[src/rtl/bin2bcd_seq_if.sv]
// Handshake and result bundle for the sequential binary-to-BCD converter.
// The master drives the request; the slave returns status and digits.
interface bin2bcd_seq_if #(
    parameter int BIN_W = 16
);
    logic             start;
    logic [BIN_W-1:0] bin;
    logic             busy;
    logic             done;
    logic [19:0]      bcd;
    logic             ovf4;

    modport master (
        output start, bin,
        input  busy, done, bcd, ovf4
    );

    modport slave (
        input  start, bin,
        output busy, done, bcd, ovf4
    );
endinterface

[src/rtl/bin2bcd_seq.sv]
// Sequential double-dabble binary-to-BCD converter, one bit per cycle.
// Results and status are registered and held until the next conversion.
module bin2bcd_seq #(
    parameter int BIN_W = 16
) (
    input  logic       clk,
    input  logic       rst_n,
    bin2bcd_seq_if.slave bus
);

    typedef enum logic [1:0] {
        IDLE,
        SHIFT,
        DONE
    } state_t;

    state_t           state_q, state_d;
    logic [4:0]       cnt_q, cnt_d;
    logic [BIN_W-1:0] sh_q, sh_d;
    logic [19:0]      work_q, work_d;
    logic [19:0]      bcd_q, bcd_d;
    logic             ovf4_q, ovf4_d;
    logic             busy_q, busy_d;
    logic             done_q, done_d;
    logic [19:0]      adj;
    logic [19:0]      shifted;
    logic             unused_msb;

    always_comb begin
        adj = work_q;
        for (int i = 0; i < 5; i++) begin
            if (work_q[i*4 +: 4] >= 4'd5) begin
                adj[i*4 +: 4] = work_q[i*4 +: 4] + 4'd3;
            end
        end
    end

    // The top digit never reaches 5 before its last shift for BIN_W <= 16
    assign shifted    = {adj[18:0], sh_q[BIN_W-1]};
    assign unused_msb = adj[19];

    always_comb begin
        state_d = state_q;
        cnt_d   = cnt_q;
        sh_d    = sh_q;
        work_d  = work_q;
        bcd_d   = bcd_q;
        ovf4_d  = ovf4_q;
        busy_d  = busy_q;
        done_d  = 1'b0;
        unique case (state_q)
            IDLE: begin
                if (bus.start) begin
                    sh_d    = bus.bin;
                    work_d  = '0;
                    cnt_d   = 5'(BIN_W);
                    busy_d  = 1'b1;
                    state_d = SHIFT;
                end
            end
            SHIFT: begin
                work_d = shifted;
                sh_d   = {sh_q[BIN_W-2:0], 1'b0};
                cnt_d  = cnt_q - 5'd1;
                if (cnt_q == 5'd1) begin
                    bcd_d   = shifted;
                    ovf4_d  = (shifted[19:16] != 4'd0);
                    done_d  = 1'b1;
                    state_d = DONE;
                end
            end
            DONE: begin
                busy_d  = 1'b0;
                state_d = IDLE;
            end
            default: begin
                busy_d  = 1'b0;
                state_d = IDLE;
            end
        endcase
    end

    always_ff @(posedge clk or negedge rst_n) begin
        if (!rst_n) begin
            state_q <= IDLE;
            cnt_q   <= '0;
            sh_q    <= '0;
            work_q  <= '0;
            bcd_q   <= '0;
            ovf4_q  <= 1'b0;
            busy_q  <= 1'b0;
            done_q  <= 1'b0;
        end else begin
            state_q <= state_d;
            cnt_q   <= cnt_d;
            sh_q    <= sh_d;
            work_q  <= work_d;
            bcd_q   <= bcd_d;
            ovf4_q  <= ovf4_d;
            busy_q  <= busy_d;
            done_q  <= done_d;
        end
    end

    assign bus.busy = busy_q;
    assign bus.done = done_q;
    assign bus.bcd  = bcd_q;
    assign bus.ovf4 = ovf4_q;

endmodule

[src/flat_wrapper.sv]
// flat-port wrapper written by rule: the top's interface ports become plain ports
module bin2bcd_seq_flat 
#(
    parameter int BIN_W = 16
)
  (clk, rst_n, bus_start, bus_bin, bus_busy, bus_done, bus_bcd, bus_ovf4);
  bin2bcd_seq_if #(.BIN_W(BIN_W)) bus_i ();
  input  logic clk;
  input  logic rst_n;
  input wire logic [$bits(bus_i.start)-1:0] bus_start;
  input wire logic [$bits(bus_i.bin)-1:0] bus_bin;
  output wire logic [$bits(bus_i.busy)-1:0] bus_busy;
  output wire logic [$bits(bus_i.done)-1:0] bus_done;
  output wire logic [$bits(bus_i.bcd)-1:0] bus_bcd;
  output wire logic [$bits(bus_i.ovf4)-1:0] bus_ovf4;
  assign bus_i.start = bus_start;
  assign bus_i.bin = bus_bin;
  assign bus_busy = bus_i.busy;
  assign bus_done = bus_i.done;
  assign bus_bcd = bus_i.bcd;
  assign bus_ovf4 = bus_i.ovf4;
  bin2bcd_seq #(.BIN_W(BIN_W)) u_core (.clk(clk), .rst_n(rst_n), .bus(bus_i));
endmodule
[config.mk]
export PLATFORM = sky130hd
export DESIGN_NAME = bin2bcd_seq_flat
export DESIGN_NICKNAME = d
export VERILOG_FILES = /design/src/rtl/bin2bcd_seq_if.sv /design/src/rtl/bin2bcd_seq.sv /design/src/flat_wrapper.sv
export SDC_FILE = /design/constraint.sdc
export NUM_CORES = 1
export LEC_CHECK = 0
export BUFFER_PORTS_ARGS = -buffer_cell sky130_fd_sc_hd__buf_2
export CORE_MARGIN = 2
export CORE_UTILIZATION = 42
export DETAILED_ROUTE_END_ITERATION = 8
export PLACE_DENSITY = 0.57
export SLEW_MARGIN = 20
export SYNTH_ARGS = -nofsm -noshare
export SYNTH_HDL_FRONTEND = slang
export SYNTH_SLANG_ARGS = --single-unit
[constraint.sdc]
create_clock -name clk -period 2.7 [get_ports clk]
set_input_delay 0.54 -clock clk [delete_from_list [all_inputs] [get_ports clk]]
set_output_delay 0.54 -clock clk [all_outputs]
set_load 0.01 [all_outputs]
Yosys cells after proc, flatten, opt, wreduce, memory -nomap -nowiden:

Cells that the tools add are included.

* $add $sub $neg: 6
* bitwise gates (word level): 1
* reduce and logical (&&, ||, !) cells: 7
* muxes and demuxes: 18
* $lt $le $gt $ge: 5
* equal/unequal tests: 4

Operators by type and width (count)
* one-hot mux 20 bit (2 select lines): 1
* one-hot mux 16 bit (2 select lines): 1
* >= comparator 4 x 3 -> 1 bit (second input constant): 5
* two-way mux 20 bit: 1
* adder 4 x 2 -> 4 bit (second input constant): 4
* two-way mux 16 bit: 1
* two-way mux 4 bit: 4
* one-hot mux 5 bit (2 select lines): 1
* AND reduction 2 bit: 4
* equality test 5 x 1 -> 1 bit (second input constant): 1
* two-way mux 5 bit: 1
* subtractor 5 x 1 -> 5 bit (second input constant): 1
* two-way mux 2 bit: 2
* one-hot mux 2 bit (2 select lines): 1
* nonzero test 4 bit: 1
* adder 3 x 2 -> 3 bit (second input constant): 1
* two-way mux 1 bit: 3
* two-way mux 3 bit: 1
* equality test 2 x 1 -> 1 bit (second input constant): 1
* logical NOT 2 bit: 1
* inequality test 2 x 1 -> 1 bit (second input constant): 1
* inequality test 2 bit (second input constant): 1
* one-hot mux 1 bit (2 select lines): 1
* nonzero test 2 bit: 1
* inverter 1 bit: 1

* register bits after elaboration: 66
* input bits: 19

Logic depth before layout (Yosys ltp):

Gate-level depths: netlist of run 1.

* depth after elaboration: 3
* gate-level depth with buffers: 8
* gate-level depth less buffers: 7

Worst setup path before layout of run 1:

Ideal clock, no wire load.

* path kind: register -> register
* from: reg u_core.work_q[16]
* to: reg u_core.ovf4_q (netlist: u_core.bus.ovf4)
* slack: 1166 ps
* clock period less this slack: 1534 ps
* buffers on the path: 0
* arrival time: 1408 ps
* cell stages (with the launch flop): 6
* path through: dfrtp_1 -> ha_1 -> nand2b_1 -> a211oi_1 -> o211ai_1 -> o32a_1

* longest elaborated chain between the ends: 3

RTL lines
* start: declaration: line bin2bcd_seq.sv:20 `logic [19:0] work_q, work_d;`
* start signal: assignment: line bin2bcd_seq.sv:97 `work_q <= work_d;`
* >= comparator 4 x 3 -> 1 bit or adder 3 x 2 -> 3 bit (tied branches): line bin2bcd_seq.sv:32, bin2bcd_seq.sv:33
* two-way mux 3 bit (*): line bin2bcd_seq.sv:32 `if (work_q[i*4 +: 4] >= 4'd5) begin`
* nonzero test 4 bit (*): line bin2bcd_seq.sv:67 `ovf4_d = (shifted[19:16] != 4'd0);`
* end signal: assignment: line bin2bcd_seq.sv:99 `ovf4_q <= ovf4_d;`
* end: declaration: line bin2bcd_seq.sv:22 `logic ovf4_q, ovf4_d;`

Every way passes the cells marked *; elsewhere a longest branch is shown, timed or not.
A chain may end at the register's enable or synchronous reset.

Worst setup path after layout of run 1:

* from: reg u_core.state_q[1]
* to: reg u_core.ovf4_q (netlist: u_core.bus.ovf4)

* longest elaborated chain between the ends: 2

RTL lines
* start: declaration: line bin2bcd_seq.sv:17 `state_t state_q, state_d;`
* start signal: assignment: line bin2bcd_seq.sv:94 `state_q <= state_d;`
* equality test 2 x 1 -> 1 bit: line bin2bcd_seq.sv:51 `unique case (state_q)`
* AND reduction 2 bit (no source line)

No other way between the ends.

==> run_results.csv, run 1 <==
group,metric,value,unit
global_routing,antenna_found_initial,0,
cts,clock_latency,340,ps
sta,fmax,525,MHz
synthesis,ys_seq_area_frac,0.517,
worst_setup_path,critPathMaxFanout,21,
global_routing,grt_pass1_wl,11200,um
synthesis,synth_compound_area_frac,0.205,
synthesis,yosys.area_share.xor_xnor,0.0137,
layout,synthToLayoutAreaGrowth,17.5,%
floorplan,die_h,91.2,um
synthesis,synth_common_cells,"66 x dfrtp_1, 54 x o21ai_0, 32 x nand2_1",
drt,drc,0,
synthesis,yosys-mux-area-fraction,0.0313,
worst_setup_path,cp_data_required_time,2920,ps
worst_setup_path,crit_arrival,2120,ps
cts,cts_buffers,9,
cts,cts_tree,"done",
worst_setup_path,cp_top_family,"simple AND/OR/NAND/NOR gates",
sta,fin_skew,11.1,ps
synthesis,synth_async_sr_flop_share,1.00,
synthesis,synth-simple-area-share,0.147,
placement,gp_congestion,0.789,
layout,fillers,712,
layout,drive_gt1_frac,0.225,
cts,cts_sinks,66,
synthesis,synth-seq-cells,66,
worst_setup_path,crit_path_frequent_cell,"nand2_2",
worst_setup_path,slowest_stage,"dfrtp_1",
floorplan,fp-row-count,31,
synthesis,synth_fp_nets,347,
placement,port_buffers,41,
sta,timing.final.crit_share,0.706,
sta,rsz0062_at_grt,"false",
drt,vias_per_cell,5.18,
synthesis,synth_edf_count,0,
worst_setup_path,critPathMaxStageDelay,620,ps
layout,diodes,0,
floorplan,pin_count,42,
synthesis,synth_top_area_share,0.517,
drt,drt.antenna.violating_nets,0,
worst_setup_path,startpoint_type,"register",
placement,hpwl,4210,um
power,ir_drop,0.000506,V
floorplan,design.core.area,7290,sq um
worst_hold_path,holdCritPathClass,"input pin to async pin",
worst_setup_path,path_cells,"and2b_1 > nand2_2 > clkinv_4 > nand2_2 > o32a_1",
synthesis,synth_top_family_by_area,"compound AO/OA/AOI/OAI gates",
sta,min_period,1910,ps
global_routing,grt-ovfl-total,0,
drt,routed_wl,6470,um
cts,clockBufferDepth,2,
cts,root_buffer,"clkbuf_8",
synthesis,yosys.area.top_type,"dfrtp_1",
placement,place_area,3510,sq um
synthesis,synth_fa_ha_area_frac,0.0470,
floorplan,chipWidth,91.2,um
drt,routedWlPerCell,14.0,um
cts,post_cts_buffers,0,
synthesis,synthDistinctLibCells,39,
sta,setup_viol,0,
job,cap_violations,0,
sta,fin_setup_tns,0,ps
sta,tightest_slew,630,ps
sta,finalMaxSlewViolations,0,
synthesis,ys.flop_type,"dfrtp_1",
drt,via_count,2397,
synthesis,synthTopCellsByArea,"dfrtp_1 52%, o21ai_0 8.5%, ha_1 4.7%, a21oi_1 3.9%, nand2_1 3.8%",
synthesis,netlist_area,3190,sq um
cts,cts_hold_buf,0,
global_routing,grt_pass1_vias,2358,
synthesis,syn-mean-instance-area,10.1,sq um
power,powerDensity,1230,nW/um^2
drt,initialDrtViolationCount,93,
sta,hold_viol,0,
global_routing,grt_max_degree,43,
synthesis,synth_warnings,0,
floorplan,initial_utilization,0.438,
synthesis,netlist_instances,316,
power,p_leak,1.71,nW
layout,num-nets-final,390,
drt,firstDrtPassIters,4,
cts,clk_pin_slew,70,ps
synthesis,yosysMostFrequentCell,"dfrtp_1",
status,status,"finished, final reports clean",
floorplan,fp.dieArea,8320,sq um
layout,final_area,3750,sq um
cts,cts_resized,0,
cts,h-tree-depth,3,
sta,slew-limit-headroom,0.580,
worst_setup_path,worst-path-buf-inv,1,
worst_setup_path,critical_path_class,"register to register",
global_routing,grt_util_all_layers,0.170,
worst_setup_path,cp-end-kind,"register",
==> layout by cell type (no fill, tap or decap), types with 4 or more instances in the layout <==
cell,count
nor2b_1,13
or3b_2,4
nor2_1,5
a21oi_1,25
o21ai_0,54
nand2_1,32
a22o_1,6
a31oi_1,4
and2b_1,4
nor3_1,4
inv_1,14
xnor2_1,5
buf_4,5
nor3b_1,4
mux2_2,8
ha_1,12
buf_2,41
dfrtp_1,66
a22oi_1,15
nand2b_1,7
clkbuf_8,12
==> sequential cells by signal, summed over array words and instances (netlist names) <==
signal	count
u_core.bus.ovf4	1
u_core.sh_q	16
u_core.work_q	20
u_core.cnt_q	5
u_core.bus.bcd	20
u_core.bus.done	1
u_core.state_q	2
u_core.bus.busy	1
==> cell families after synthesis <==
group	after synthesis
AO/OA/AOI/OAI	111
AND/OR/NAND/NOR	83
flip-flops	66
buffers and inverters	30
adder cells (fa/ha/maj)	12
multiplexers	9
XOR/XNOR	5
==> where the power goes <==
part	switching, mW	total, mW	internal, mW
logic	0.996	1.84	0.848
registers	0.371	1.81	1.44
clock network	0.375	0.969	0.594
total	1.74	4.62	2.88
==> per-layer routing <==
| layer | global-route usage | part of all wire | up-vias | wire, um |
|---|---|---|---|---|
| met5 | 0 | 0 | - | 0 |
| met4 | 0.0644 | 0.016 | 0 | 101 |
| met3 | 0.0382 | 0.036 | 8 | 231 |
| met2 | 0.255 | 0.45 | 45 | 2930 |
| met1 | 0.241 | 0.50 | 1148 | 3200 |
| li1 | - | - | 1196 | - |
==> layout make-up <==
type	count	area, sq um	share of cell area
sequential	66	1650	0.440
multi-input combinational	220	1420	0.377
clock inverter	4	72.6	0.0193
timing repair buffer	47	263	0.0700
inverter	15	61.3	0.0163
tap	99	124	0.0330
clock buffer	12	165	0.0440
==> worst reg2reg max path: cells and delay by family (launching register included) <==
| kind | cells | cell delay, ps |
|---|---|---|
| simple gates | 3 | 680 |
| flops | 1 | 620 |
| buf+inv | 1 | 150 |
| compound gates | 1 | 340 |
==> path summary, 6_finish.rpt <==
path	depth (start not counted)	slack, ps	endpoint	start
min in group clk	2	430	u_core.sh_q[0]	bus_bin[0]
worst min register to register	2	470	u_core.bus.bcd[16]	u_core.bus.bcd[16]
worst min-delay path	1	210	u_core.work_q[4]	rst_n
worst max-delay path	5	790	u_core.bus.ovf4	u_core.state_q[1]
max in group asynchronous	2	1860	u_core.bus.bcd[16]	rst_n
worst max register to register	5	790	u_core.bus.ovf4	u_core.state_q[1]
==> through the flow <==
step / worst slack [ps] / util / total power [mW] / hold slack, ps / std cells
floorplan: 1170 / - / 3.12 / 244 / 316
global placement: 830 / 0.482 / 3.65 / 456 / 447
detailed placement: 799 / 0.482 / 3.69 / 465 / 447
CTS: 795 / 0.515 / 4.68 / 216 / 463
global route: 653 / 0.515 / 5.06 / 240 / 463
finish: 794 / 0.515 / 4.62 / 208 / 463
Note: power is estimated with default switching activity, not from simulation.
==> inputs of run 2 (changes only) <==
Clock period 2.7 ns to 1.8 ns, I/O delays scaled along.
==> run 2 against run 1 <==
  * Worst hold slack worse by 190 ps
  * Global-route usage up 0.37 points
  * Clock-buffer cell count unchanged
  * Clock skew about the same
  * Flip-flop and latch count unchanged
  * First-iteration DRC count up 26%
  * Critical path depth up 1
  * Power up 50%
  * Clock power up 42%
  * Cell count up 1.1%
  * Non-clock buffer count up 5
  * Highest routed layer unchanged
==> run_results.csv, run 2 (synthesis results as in run 1) <==
group,metric,value,unit
status,status,"finished, final reports clean",
sta,setup_viol,0,
layout,fillers,705,
power,ir_drop,0.000653,V
placement,port_buffers,41,
power,powerDensity,1840,nW/um^2
power,finalPower,6.93,mW
floorplan,design.core.area,7290,sq um
global_routing,grt_pass1_vias,2369,
worst_setup_path,cp-startpoint,"u_core.work_q[13]",
sta,rsz0062_at_grt,"false",
sta,timing.final.crit_share,0.915,
sta,finalMaxSlewViolations,0,
layout,drive_gt1_frac,0.233,
sta,fmax,607,MHz
sta,fin_skew,11.1,ps
worst_setup_path,critPathMaxFanout,4,
floorplan,fp-row-count,31,
sta,tightest_slew,351,ps
worst_setup_path,reg2reg_slack,150,ps
layout,num-nets-final,395,
power,p_leak,1.72,nW
sta,min_period,1650,ps
sta,whs,21.4,ps
worst_setup_path,worst_r2r_path_depth,6,
worst_setup_path,r2r_end,"u_core.bus.bcd[14]",
drt,vias_per_cell,5.23,
layout,regArea,1650,sq um
worst_setup_path,critical_path_class,"register to register",
sta,fin_ws,153,ps
sta,fin_setup_tns,0,ps
sta,hold_viol,0,
placement,hpwl,4320,um
floorplan,fp.dieArea,8320,sq um
cts,clockBufferDepth,2,
global_routing,grt-ovfl-total,0,
global_routing,grt_max_degree,67,
worst_setup_path,cp-endpoint,"u_core.bus.bcd[14]",
worst_setup_path,rr_startpoint,"u_core.work_q[13]",
floorplan,initial_utilization,0.438,
worst_setup_path,crit_arrival,1910,ps
drt,firstDrtPassIters,4,
worst_setup_path,startpoint_type,"register",
placement,post-place-ws,169,ps
global_routing,grt_pass1_wl,11500,um
layout,fin_cells,468,
cts,clk_pin_slew,70,ps
drt,initialDrtViolationCount,117,
floorplan,die_h,91.2,um
placement,gp_congestion,0.755,
drt,via_count,2449,
cts,cts_buffers,9,
worst_hold_path,holdCritPathClass,"input pin to async pin",
layout,most-common-layout-cells,"66 x dfrtp_1, 54 x o21ai_0, 41 x buf_2",
job,cap_violations,0,
global_routing,grt_util_all_layers,0.174,
cts,h-tree-depth,3,
cts,cts_tree,"done",
floorplan,chipWidth,91.2,um
layout,multi_input_area,1420,sq um
floorplan,pin_count,42,
cts,cts_sinks,66,
global_routing,antenna_found_initial,0,
drt,routedWlPerCell,14.1,um
drt,routed_wl,6600,um
drt,drc,0,
layout,synthToLayoutAreaGrowth,18.3,%
drt,drt.antenna.violating_nets,0,
sta,slew-limit-headroom,0.766,
layout,mostFrequentLayoutCell,"dfrtp_1",
worst_setup_path,cp-end-kind,"register",
placement,dpl.cell_count,452,
worst_setup_path,cp_data_required_time,2060,ps
layout,diodes,0,
cts,root_buffer,"clkbuf_8",
cts,clock_latency,340,ps
[run 2: changes by cell type in the layout (fill, tap and decap cells not counted)]
cell,delta
a21oi_1,-1
a21oi_2,+1
buf_4,+5
clkbuf_1,+2
clkbuf_8,-2
clkinv_2,-1
clkinvlp_4,+1
[run 2: per-layer routing]
metal / up-vias / track usage / routed length [um]
met4: 0 / 0.0745 / 127
met3: 12 / 0.0340 / 224
met2: 45 / 0.262 / 2900
met5: - / 0 / 0
met1: 1180 / 0.245 / 3350
li1: 1212 / - / -
[run 2: how the worst min path moves through the flow]
stage	start	endpoint	slack [ps]	cells past startpoint
after floorplan	rst_n	u_core.bus.bcd[0]	60	0
after global placement	rst_n	u_core.bus.bcd[6]	410	2
after detailed placement	rst_n	u_core.bus.bcd[6]	410	2
after CTS	rst_n	u_core.work_q[10]	40	2
after global routing	rst_n	u_core.work_q[10]	60	2
final	rst_n	u_core.work_q[10]	20	2
[run 2: through the flow]
step / area [sq um] / utilization
final: 3780 / 0.518
after CTS: 3770 / 0.517
after floorplan: 3190 / -
after global placement: 3550 / 0.487
after detailed placement: 3550 / 0.487
after global routing: 3780 / 0.518
[run 2: cell type report]
cell class | instances | area share
flip-flops and latches | 66 | 0.437
multi-input cells | 220 | 0.376
repair buffers | 52 | 0.0795
clock buffers | 12 | 0.0384
well taps | 99 | 0.0328
clock inverters | 4 | 0.0199
inverters | 15 | 0.0162
[run 2: critical path: stages (launching register included)]
cell	delay, ps
dfrtp_1	400
inv_1	100
ha_1	210
nand2b_1	80
a21oi_1	260
mux2_2	380
o21ai_0	130
[run 2: report_power, final]
part           total, mW  leakage, nW  internal, mW  switching, mW
Sequential          2.70        0.831          2.16          0.545
Clock               1.38        0.103         0.819          0.566
Combinational       2.85        0.787          1.31           1.53
Total               6.93         1.72          4.29           2.64
[run 2: timing repair]
item | 4_1_cts | 5_1_grt
hold buffers | 0 | 0
gates resized for setup | 0 | 1
setup buffers | 0 | 0
endpoints found under the setup margin | 0 | 1
